`src/rtl/cpu_run_ctrl.sv`:
```
// Load/run/dump sequencer for the CPU core: streams a program into RAM, runs the core for a
// programmed cycle count, then streams the register file out. Breakpoint option: CPU_RUN_CTRL_BREAK_EN.
module cpu_run_ctrl #(
   parameter int unsigned DATA_W = 8,
   parameter int unsigned ADDR_W = 8,
   parameter int unsigned NREGS  = 2,
   parameter int unsigned CNT_W  = 16,
   localparam int unsigned SEL_W = (NREGS > 1) ? $clog2(NREGS) : 1
) (
   input  logic              clk,
   input  logic              reset,
   input  logic              start,
   input  logic [CNT_W-1:0]  run_cycles,
   input  logic              ld_valid,
   output logic              ld_ready,
   input  logic [DATA_W-1:0] ld_data,
   input  logic              ld_last,
   output logic              mem_we,
   output logic [ADDR_W-1:0] mem_addr,
   output logic [DATA_W-1:0] mem_wdata,
   output logic              cpu_rst_n,
   output logic              cpu_en,
   input  logic [ADDR_W-1:0] pc_in,
   output logic [SEL_W-1:0]  reg_sel,
   input  logic [DATA_W-1:0] reg_rdata,
   output logic              dump_valid,
   input  logic              dump_ready,
   output logic [DATA_W-1:0] dump_data,
   output logic              dump_last,
`ifdef CPU_RUN_CTRL_BREAK_EN
   input  logic [ADDR_W-1:0] break_addr,
   output logic              brk_hit,
`endif
   output logic              busy,
   output logic              done,
   output logic              overflow,
   output logic [CNT_W-1:0]  run_count
);

   typedef enum logic [2:0] {S_IDLE, S_LOAD, S_RUN, S_DUMP, S_DONE} state_t;

   state_t            state, state_nx;
   logic [CNT_W-1:0]  run_lat;
   logic [CNT_W-1:0]  run_next;
   logic [ADDR_W-1:0] addr_cnt;
   logic              load_fin;
   logic              accept;
   logic              ld_fire;
   logic              dump_fire;
   logic              brk_now;
   logic              run_last;

   assign accept    = start && ((state == S_IDLE) || (state == S_DONE));
   assign ld_fire   = ld_valid && ld_ready;
   assign dump_fire = dump_valid && dump_ready;
   assign run_next  = run_count + 1'b1;

`ifdef CPU_RUN_CTRL_BREAK_EN
   logic brk_flag;
   assign brk_now = cpu_en && (pc_in == break_addr);
   assign brk_hit = brk_flag;
`else
   logic unused_pc;
   assign brk_now   = 1'b0;
   assign unused_pc = ^pc_in;
`endif

   assign run_last = cpu_en && ((run_next == run_lat) || brk_now);

   always_ff @(posedge clk or negedge reset) begin
      if (!reset) begin
         state <= S_IDLE;
      end else begin
         state <= state_nx;
      end
   end

   always_comb begin
      state_nx = state;
      unique case (state)
         S_IDLE, S_DONE: if (start) state_nx = S_LOAD;
         // load_fin holds LOAD for one extra cycle so the final mem_we pulse lands before RUN
         S_LOAD:         if (load_fin) state_nx = S_RUN;
         S_RUN:          if (!cpu_en || run_last) state_nx = S_DUMP;
         S_DUMP:         if (dump_fire && dump_last) state_nx = S_DONE;
         default:        state_nx = S_IDLE;
      endcase
   end

   always_comb begin
      ld_ready   = 1'b0;
      cpu_rst_n  = 1'b0;
      cpu_en     = 1'b0;
      dump_valid = 1'b0;
      busy       = 1'b0;
      done       = 1'b0;
      unique case (state)
         S_LOAD: begin
            busy     = 1'b1;
            ld_ready = !load_fin;
         end
         S_RUN: begin
            busy      = 1'b1;
            cpu_rst_n = 1'b1;
            // a zero cycle budget gives one RUN cycle with the core out of reset but not enabled
            cpu_en    = (run_count != run_lat);
         end
         S_DUMP: begin
            busy       = 1'b1;
            cpu_rst_n  = 1'b1;
            dump_valid = 1'b1;
         end
         S_DONE: begin
            cpu_rst_n = 1'b1;
            done      = 1'b1;
         end
         default: ;
      endcase
   end

   assign dump_data = dump_valid ? reg_rdata : '0;
   assign dump_last = dump_valid && (reg_sel == SEL_W'(NREGS - 1));

   always_ff @(posedge clk or negedge reset) begin
      if (!reset) begin
         run_lat   <= '0;
         run_count <= '0;
         addr_cnt  <= '0;
         load_fin  <= 1'b0;
         overflow  <= 1'b0;
         reg_sel   <= '0;
         mem_we    <= 1'b0;
         mem_addr  <= '0;
         mem_wdata <= '0;
`ifdef CPU_RUN_CTRL_BREAK_EN
         brk_flag  <= 1'b0;
`endif
      end else begin
         mem_we <= 1'b0;
         if (accept) begin
            run_lat   <= run_cycles;
            run_count <= '0;
            addr_cnt  <= '0;
            load_fin  <= 1'b0;
            overflow  <= 1'b0;
            reg_sel   <= '0;
`ifdef CPU_RUN_CTRL_BREAK_EN
            brk_flag  <= 1'b0;
`endif
         end
         if (ld_fire) begin
            mem_we    <= 1'b1;
            mem_addr  <= addr_cnt;
            mem_wdata <= ld_data;
            addr_cnt  <= addr_cnt + 1'b1;
            if (ld_last) begin
               load_fin <= 1'b1;
            end else if (addr_cnt == '1) begin
               load_fin <= 1'b1;
               overflow <= 1'b1;
            end
         end
         if (cpu_en) begin
            run_count <= run_next;
         end
`ifdef CPU_RUN_CTRL_BREAK_EN
         if (brk_now) begin
            brk_flag <= 1'b1;
         end
`endif
         if (dump_fire && !dump_last) begin
            reg_sel <= reg_sel + 1'b1;
         end
      end
   end

endmodule
```
`config.mk`:
```
export PLATFORM = sky130hd
export DESIGN_NAME = cpu_run_ctrl
export DESIGN_NICKNAME = d
export VERILOG_FILES = /design/src/rtl/cpu_run_ctrl.sv
export SDC_FILE = /design/constraint.sdc
export NUM_CORES = 1
export LEC_CHECK = 0
export CAP_MARGIN = 20
export CORE_ASPECT_RATIO = 1.4
export CORE_MARGIN = 2
export CORE_UTILIZATION = 40
export CTS_BUF_LIST = sky130_fd_sc_hd__clkbuf_4
export DETAILED_ROUTE_END_ITERATION = 6
export GPL_TIMING_DRIVEN = 0
export PLACE_DENSITY_LB_ADDON = 0.05
export SLEW_MARGIN = 20
export SYNTH_ARGS = -nofsm -noshare
export SYNTH_HDL_FRONTEND = slang
export SYNTH_SLANG_ARGS = --single-unit
export TNS_END_PERCENT = 10
```
`constraint.sdc`:
```
create_clock -name clk -period 2.7 [get_ports clk]
set_clock_uncertainty 0.15 [all_clocks]
set_input_delay 0.54 -clock clk [delete_from_list [all_inputs] [get_ports clk]]
set_output_delay 0.54 -clock clk [all_outputs]
set_load 0.1 [all_outputs]
```
==> flow_summary.toml <==
[die]
die_w_um = 81.5
start_util_pct = 41.2
io_pins = 96
rows = 39
dieHeight_um = 112
core_area_um2 = 8150
dieArea_um2 = 9160

[cts]
clkLatencyLatePin_ns = 0.43
numCtsBuffers = 9
cts_tree = "yes"
cts_sinks = 63
cts-root-buf = "clkbuf_4"
clockBufferDepth = 2
h-tree-depth = 3
clk_pin_slew_ns = 0.11

[worst_setup_path]
cp_slowest_cell = "or4b_4"
critPathLaunchType = "register"
crit_path_max_incr_delay_ns = 0.52
cp_max_fo = 2
end_kind = "output port"
crit_chain = "buf_6 -> xor2_4 -> nor4_1 -> or4b_4 -> o21ai_4 -> inv_2 -> buf_12 -> buf_12"
cp.required_ns = 2.01
crit_type = "reg -> out"
arrival_ns = 2.47
cp_common_cell = "buf_12"

[final_layout]
fillers = 770
stdcell_count = 605
fin_nets = 546
design_area_um2 = 4670
antenna_cells = 0
drive_above_1_share_pct = 16.3
area_delta_synth_final_pct = 39.0

[placement]
hpwl_mm = 6.81
place.gp.congestion = 0.893
postPlaceCellArea_um2 = 4450
dp.cells = 582
port_buffers = 87
dp_slack_ns = -1.00

[global_route]
antenna_found_initial = 0
grt_pass1_vias = 3013
grt.total_usage_pct = 22.1
grt_max_degree = 49
grt_remaining_overflow = 0
grt_pass1_wl_mm = 15.2

[yosys]
syn_nets = 440
synth_edf_count = 0
yosysUniqueCellTypes = 50
synth_area_um2 = 3360
ys_async_sr_fraction_pct = 100
yosys_warnings = 0
ys_seq_area_share_pct = 46.9
synth_ff_type = "dfrtp_1"
syn_avg_cell_area_um2 = 8.57
syn_inst = 392
ys_seq_elements = 63

[detailed_routing]
drt_wl_total_mm = 9.30
initialDrtViolationCount = 120
final_antenna_net_count = 0
dr.pass1.iters = 4
vias = 3100
drc = 0
wl_per_cell_um = 15.4
avgViaCountPerCell = 5.12

[pwr]
power_per_cell_area_nw_per_um2 = 1280
fin_total_pwr_w = 0.00599
cellLeakagePower_nw = 2.24
vdd_drop_max_mv = 0.977

[flow_run]
maxCapViolCount = 0

[sta]
worst_pin_slew_ns = 0.979
period_needed_ns = 3.16
hold_viol_final = 0
final_max_slew_viol_count = 0
timing.fmax_mhz = 317
setup_viol = 1
rsz0062_at_grt = "yes"
post-route-period-util_pct = 117
slew_headroom_pct = 34.5
setup_tns_ns = -0.457
setup_ws_ns = -0.457

[outcome]
violations = "negative setup slack"
status = "finished, violations left"

[hold_path]
hold_path_class = "reg -> reg"
path summary, 6_finish.rpt:
kind | startpoint | to | slack (ns) | cells past startpoint
max | run_count[3] | cpu_en | -0.46 | 8
min | mem_wdata[4] | mem_wdata[4] | 0.34 | 2
max reg2reg | run_count[0] | state[0] | 0.03 | 7
min reg2reg | mem_wdata[4] | mem_wdata[4] | 0.34 | 2
max in group asynchronous | reset | run_count[13] | 1.52 | 3
min in group asynchronous | reset | run_count[4] | 0.35 | 2
per-stage QoR:
step                      util, %  hold slack, ns
after CTS                    57.1           0.343
after floorplan                 -          0.0944
final                        57.3           0.339
after global placement       54.3           0.310
after detailed placement     54.6           0.280
after global routing         57.3           0.359
final cells by class:
type	instances	area [um2]	area share (%)
clock buffer	10	75.1	1.61
sequential	63	1610	34.5
timing repair buffer	95	923	19.8
multi-input combinational	299	1710	36.6
clock inverter	6	51.3	1.10
tap	102	128	2.73
buffer	24	148	3.16
inverter	6	22.5	0.482
flip-flops by register name (all words and copies together), names as in the netlist:
name / count
addr_cnt: 8
load_fin: 1
mem_addr: 8
mem_wdata: 8
mem_we: 1
overflow: 1
reg_sel: 1
run_count: 16
run_lat: 16
state: 3
power by group:
group | switching (W) | leakage (nW) | internal [W]
sequential | 0.000287 | 0.801 | 0.00126
combinational | 0.00272 | 1.37 | 0.00110
clock | 0.000351 | 0.0727 | 0.000281
total | 0.00335 | 2.24 | 0.00264
repair_timing:
action,in CTS,in global routing
hold buffers,1,0
gates cloned,0,0
resized for setup,101,8
pin swaps,6,1
hold endpoints to repair,15,0
buffers inserted,6,0
setup endpoints to repair,26,19
routing by layer:
metal	global-route usage (%)	vias up	routed length (um)
li1	-	1531	-
met1	26.5	1475	3770
met2	37.0	71	4910
met3	3.14	23	288
met4	12.8	0	322
met5	0	-	0
kinds of logic after synthesis:
logic type | after synthesis | share of synthesized area, %
AND/OR/NAND/NOR | 209 | 28.0
flip-flops | 63 | 46.9
AO/OA/AOI/OAI | 52 | 9.68
buffers and inverters | 30 | 4.39
XOR/XNOR | 26 | 7.00
multiplexers | 10 | 3.24
adder cells (fa/ha/maj) | 2 | 0.745
critical path: cells and delay by family (launching register included):
family | cells | cell delay [ns]
flip-flops | 1 | 0.49
buffers and inverters | 4 | 0.49
AO/OA/AOI/OAI | 1 | 0.17
AND/OR/NAND/NOR | 2 | 0.72
XOR/XNOR | 1 | 0.15
cell usage in the layout, fill, tap and decap left out, drive strengths merged, types with 3 or more instances in the layout:
cell type / n
nand2: 125
dfrtp: 63
clkdlybuf4s50: 57
buf: 31
clkbuf: 24
o21ai: 21
nand3: 18
nor2: 16
xor2: 14
and3: 13
xnor2: 12
a21oi: 10
dlygate4sd2: 10
nor3: 7
nand4: 6
mux2i: 6
inv: 6
or3: 5
clkinv: 5
o31ai: 4
dlymetal6s2s: 4
mux2: 4
o211ai: 3
or4: 3
nand2b: 3
cells in the mapped netlist (all sizes together) (5+ instances only):
master,n,area (um2)
a21oi,10,50.1
and3,13,81.3
buf,10,72.6
clkbuf,14,52.6
dfrtp,63,1580
inv,6,22.5
mux2i,6,60.1
nand2,125,469
nand3,18,90.1
nand4,6,37.5
nor2,16,60.1
nor3,7,35.0
o21ai,21,109
or3,5,31.3
xnor2,12,113
xor2,14,123
No activity file was read; power rests on OpenSTA's default activity.
